==> src/rtl/ram_block_copier.sv <==
// ram_block_copier: moves LEN bytes from SRC to DST inside a small
// register RAM, one byte every four cycles. It reads, then presents the
// address and data for a full cycle, then writes, then holds. A running
// 8-bit checksum of the copied bytes is kept. Every RAM-side output comes
// straight from a flop, so the level-sensitive RAM write never sees a
// glitching address or data bus.
module ram_block_copier #(
  parameter int ADDR_W = 4,
  parameter int DATA_W = 8
) (
  input  logic              clk_i,
  input  logic              rst_i,
  input  logic              start_i,
  input  logic [ADDR_W-1:0] src_i,
  input  logic [ADDR_W-1:0] dst_i,
  input  logic [ADDR_W:0]   len_i,
  output logic              busy_o,
  output logic              done_o,
  output logic [DATA_W-1:0] checksum_o,
  output logic [ADDR_W-1:0] ram_address_o,
  output logic [DATA_W-1:0] ram_data_in_o,
  output logic              ram_opcode_o,
  input  logic [DATA_W-1:0] ram_data_out_i
);

  // Full RAM depth, the largest byte count a single copy can move.
  localparam logic [ADDR_W:0] DEPTH = {1'b1, {ADDR_W{1'b0}}};

  typedef enum logic [2:0] {
    IDLE,
    READ,
    SETUP,
    WRITE,
    HOLD,
    FINISH
  } state_t;

  state_t            state_q;
  logic [ADDR_W-1:0] src_q;
  logic [ADDR_W-1:0] dst_q;
  logic [ADDR_W:0]   count_q;
  logic              busy_q;
  logic              done_q;
  logic [DATA_W-1:0] checksum_q;
  logic [ADDR_W-1:0] ram_address_q;
  // Holds the byte read in READ. It drives the RAM data bus directly, so no
  // separate copy of the byte is needed.
  logic [DATA_W-1:0] ram_data_in_q;
  logic              ram_opcode_q;

  logic [ADDR_W:0]   len_clamp_d;
  logic [ADDR_W-1:0] src_inc_d;
  logic [ADDR_W-1:0] dst_inc_d;
  logic [ADDR_W:0]   count_dec_d;

  // Clamp the requested length. Pointer increments wrap naturally at the
  // RAM depth.
  always_comb begin
    len_clamp_d = (len_i > DEPTH) ? DEPTH : len_i;
    src_inc_d   = src_q + 1'b1;
    dst_inc_d   = dst_q + 1'b1;
    count_dec_d = count_q - 1'b1;
  end

  // Copy sequencer. Each output register is loaded with the value that
  // belongs to the state being entered.
  always_ff @(posedge clk_i or posedge rst_i) begin
    if (rst_i) begin
      state_q       <= IDLE;
      src_q         <= '0;
      dst_q         <= '0;
      count_q       <= '0;
      busy_q        <= 1'b0;
      done_q        <= 1'b0;
      checksum_q    <= '0;
      ram_address_q <= '0;
      ram_data_in_q <= '0;
      ram_opcode_q  <= 1'b0;
    end else begin
      done_q <= 1'b0;
      case (state_q)
        IDLE: begin
          if (start_i) begin
            checksum_q <= '0;
            if (len_i != '0) begin
              src_q         <= src_i;
              dst_q         <= dst_i;
              count_q       <= len_clamp_d;
              busy_q        <= 1'b1;
              ram_address_q <= src_i;
              ram_opcode_q  <= 1'b0;
              state_q       <= READ;
            end else begin
              // Nothing to move: report completion without touching the RAM.
              done_q  <= 1'b1;
              state_q <= FINISH;
            end
          end
        end
        READ: begin
          checksum_q    <= checksum_q + ram_data_out_i;
          ram_data_in_q <= ram_data_out_i;
          ram_address_q <= dst_q;
          state_q       <= SETUP;
        end
        SETUP: begin
          ram_opcode_q <= 1'b1;
          state_q      <= WRITE;
        end
        WRITE: begin
          ram_opcode_q <= 1'b0;
          state_q      <= HOLD;
        end
        HOLD: begin
          src_q   <= src_inc_d;
          dst_q   <= dst_inc_d;
          count_q <= count_dec_d;
          if (count_dec_d == '0) begin
            busy_q  <= 1'b0;
            done_q  <= 1'b1;
            state_q <= FINISH;
          end else begin
            ram_address_q <= src_inc_d;
            state_q       <= READ;
          end
        end
        FINISH: begin
          state_q <= IDLE;
        end
        default: begin
          state_q <= IDLE;
        end
      endcase
    end
  end

  assign busy_o        = busy_q;
  assign done_o        = done_q;
  assign checksum_o    = checksum_q;
  assign ram_address_o = ram_address_q;
  assign ram_data_in_o = ram_data_in_q;
  assign ram_opcode_o  = ram_opcode_q;

endmodule
==> config.mk <==
export PLATFORM = sky130hd
export DESIGN_NAME = ram_block_copier
export DESIGN_NICKNAME = d
export VERILOG_FILES = /design/src/rtl/ram_block_copier.sv
export SDC_FILE = /design/constraint.sdc
export NUM_CORES = 1
export LEC_CHECK = 0
export ABC_CLOCK_PERIOD_IN_PS = 2100
export CAP_MARGIN = 20
export CORE_MARGIN = 5
export CORE_UTILIZATION = 46
export CTS_CLUSTER_DIAMETER = 80
export DETAILED_ROUTE_END_ITERATION = 8
export HOLD_SLACK_MARGIN = 0.02
export PLACE_DENSITY_LB_ADDON = 0.3
export SLEW_MARGIN = 10
export SYNTH_ARGS = -nofsm -noshare
export SYNTH_HDL_FRONTEND = slang
export SYNTH_SLANG_ARGS = --single-unit
==> constraint.sdc <==
create_clock -name clk_i -period 2.1 [get_ports clk_i]
set_clock_uncertainty 0.15 [all_clocks]
set_input_delay 0.42 -clock clk_i [delete_from_list [all_inputs] [get_ports clk_i]]
set_output_delay 0.42 -clock clk_i [all_outputs]
set_load 0.02 [all_outputs]
==> metrics.yaml <==
status:
  outcome: "complete, no violations"
synthesis:
  yosys.area.top_type_share_pct: 43.9
  synthCells: 213
  synth_ff_type: "dfrtp_1"
  ys_seq_area_share_pct: 43.9
  yosysWarnings: 0
  yosys.area.top_type: "dfrtp_1"
  ys_seq_elements: 39
  synth_area_leaders: "dfrtp_1, ha_1, mux2_2"
  async_reset_ff_share_pct: 100
  ys_top_cells_by_count: "dfrtp_1, a21oi_1, nor2_1"
  synth_cell_types: 45
  synth-edff-count: 0
  yosysMostFrequentCell: "dfrtp_1"
  syn_avg_cell_area_sq_um: 10.4
  syn-num-nets: 249
  mappedNetlistArea_sq_um: 2220
sta:
  hold_violations: 0
  fin_crit_sh_pct: 99.8
  worst_slack_ns: 0.00494
  slew_headroom_pct: 71.4
  rsz0062_at_grt: "true"
  setup_viol: 0
  fin_crit_ns: 2.10
  tightestPinTransition_ns: 0.430
  max_freq_mhz: 477
  slew_viol_final: 0
cells_and_area:
  area_delta_synth_final_pct: 45.0
  diodes: 0
  fin_cells: 362
  final_cell_area_sq_um: 3230
  fin_nets: 330
  drive_above_1_share_pct: 28.5
  seq_area_sq_um: 978
  post-route-util_pct: 68.3
  multi_input_area_sq_um: 1270
  fillCellCount: 364
min_path:
  min-delay-start: "ram_data_out_i[2]"
  worstHoldPathType: "input port to register"
flow_run:
  drv_cap: 0
critical_path:
  critPathLaunch: "count_q[0]"
  timing.critical_path.to_type: "register"
  cp_data_arrival_time_ns: 2.12
  start_kind: "register"
  cp.required_ns: 2.13
  crit_type: "register to register"
  r2r_start: "count_q[0]"
  cp_max_fo: 4
power:
  clkPwrFrac_pct: 10.4
  p_per_area_nw_per_um2: 1510
  swShare_pct: 40.8
  cellInternalPower_mw: 2.88
  power.share.sequential_pct: 29.8
  pwr-share-comb_pct: 59.9
  switchingPower_mw: 1.98
  power.total_mw: 4.86
  ir_drop_mv: 0.815
  p_leak_nw: 1.44
clock_network:
  cts.path.max_buffers: 2
  numCtsBuffers: 5
  clkSlewWorstSetupHoldPaths_ns: 0.08
  cts_sinks: 39
  clock_latency_ns: 0.29
  cts-root-buf: "clkbuf_8"
  cts_tree: "built"
  htree_num_levels: 2
route:
  drt.antenna.violating_nets: 0
  num_vias: 1966
  first_pass_iters: 4
  met2_length_mm: 2.83
  maxUsedRoutingLayer: "met4"
  detail_route.iter0.violations: 112
  drc_errors: 0
  drt-wirelength-per-cell_um: 15.3
  wl_met1_mm: 2.40
  route.met3.wl_um: 239
  routed_wl_mm: 5.55
  avgViaCountPerCell: 5.43
die:
  die_area_sq_um: 6330
  fp-row-count: 25
  top_level_ports: 47
  core_area_sq_um: 4720
  start_util_pct: 47.1
  die_w_um: 79.5
  die_h_um: 79.5
placement:
  hpwl_mm: 3.98
  portBuffers: 46
  place_ws_ns: -0.599
  place.gp.congestion: 0.841
  dpl.cell_count: 351
  dpl_cell_area_sq_um: 2990
global_routing:
  grt_pass1_wl_mm: 9.18
  grt_max_degree: 40
  gr-total-overflow: 0
  antenna_found_initial: 0
  grt_pass1_vias: 1964
  grt_usage_pct: 18.5
[final timing paths]
kind                                         end  slack (ns)  cells after the start
max in group asynchronous          checksum_o[0]        1.26                      3
worst min-delay path            ram_data_in_o[2]        0.32                      2
worst max register to register  ram_address_o[3]       0.005                      6
min in group asynchronous           ram_opcode_o        0.33                      3
worst max-delay path            ram_address_o[3]       0.005                      6
worst min register to register  ram_data_in_o[7]        0.36                      1
[state kept, by name (all words and copies together), names as in the netlist]
register and count:
checksum_o 8, ram_data_in_o 8, count_q 5, dst_q 4, ram_address_o 4, src_q 4, state_q 3, busy_o 1
done_o 1, ram_opcode_o 1
[through the flow]
stage,setup TNS (ns),hold slack (ns)
floorplan,-0.00901,0.324
CTS,-0.00351,0.337
global placement,-5.09,0.340
finish,0,0.316
detailed placement,-5.54,0.345
global route,-0.411,0.321
[final cells by class]
type,count,share of cell area [%]
Sequential cell,39,30.3
Clock inverter,2,0.388
Clock buffer,6,2.25
Inverter,10,1.16
Multi-Input combinational cell,153,39.4
Timing Repair Buffer,85,23.9
Tap cell,67,2.60
[critical path, stage by stage, from the launching register on]
cell	delay, ns
dfrtp_1	0.42
inv_1	0.07
ha_2	0.21
xnor2_2	0.21
nand4b_4	0.15
a221oi_4	0.40
mux2_2	0.37
[logic make-up (layout without fill, tap and decap cells)]
| logic type | after synthesis | in the layout | synth area share, % |
|---|---|---|---|
| AOI/OAI and AO/OA | 74 | 74 | 23.4 |
| muxes | 12 | 12 | 6.07 |
| DFF | 39 | 39 | 43.9 |
| xor gates and xnor gates | 10 | 10 | 3.94 |
| adders and majority gates | 12 | 12 | 7.09 |
| and+or+nand+nor | 45 | 45 | 10.6 |
| buffers and inverters | 21 | 103 | 5.01 |
[repair_timing]
item,in CTS,in global routing
gates resized for setup,10,14
hold endpoints to repair,0,0
pin swaps,7,12
setup buffers,2,1
endpoints found under the setup margin,7,9
hold buffers,0,0
[metal layers]
metal	up-vias	GRT usage [%]
li1	947	-
met4	0	6.19
met2	42	29.3
met3	10	4.85
met1	967	24.4
met5	-	0
[layout by cell type, fill, tap and decap left out, types with 5 or more instances in the layout]
master / instances
xnor2_1: 8
buf_4: 38
clkdlybuf4s50_1: 41
mux2_2: 12
nor2_1: 19
a21oi_1: 23
o21ai_0: 5
inv_1: 9
clkbuf_8: 5
dfrtp_1: 37
ha_1: 6
a211oi_1: 5
nand2_1: 7
a22o_1: 7
[power groups by stage]
stage	registers, mW	clock network, mW	logic (mW)
floorplan	1.58	0	1.57
global placement	1.41	0	2.63
detailed placement	1.43	0	2.69
CTS	1.42	0.524	2.81
global route	1.51	0.560	3.16
finish	1.45	0.505	2.91
(Power assumes the default switching activity.)
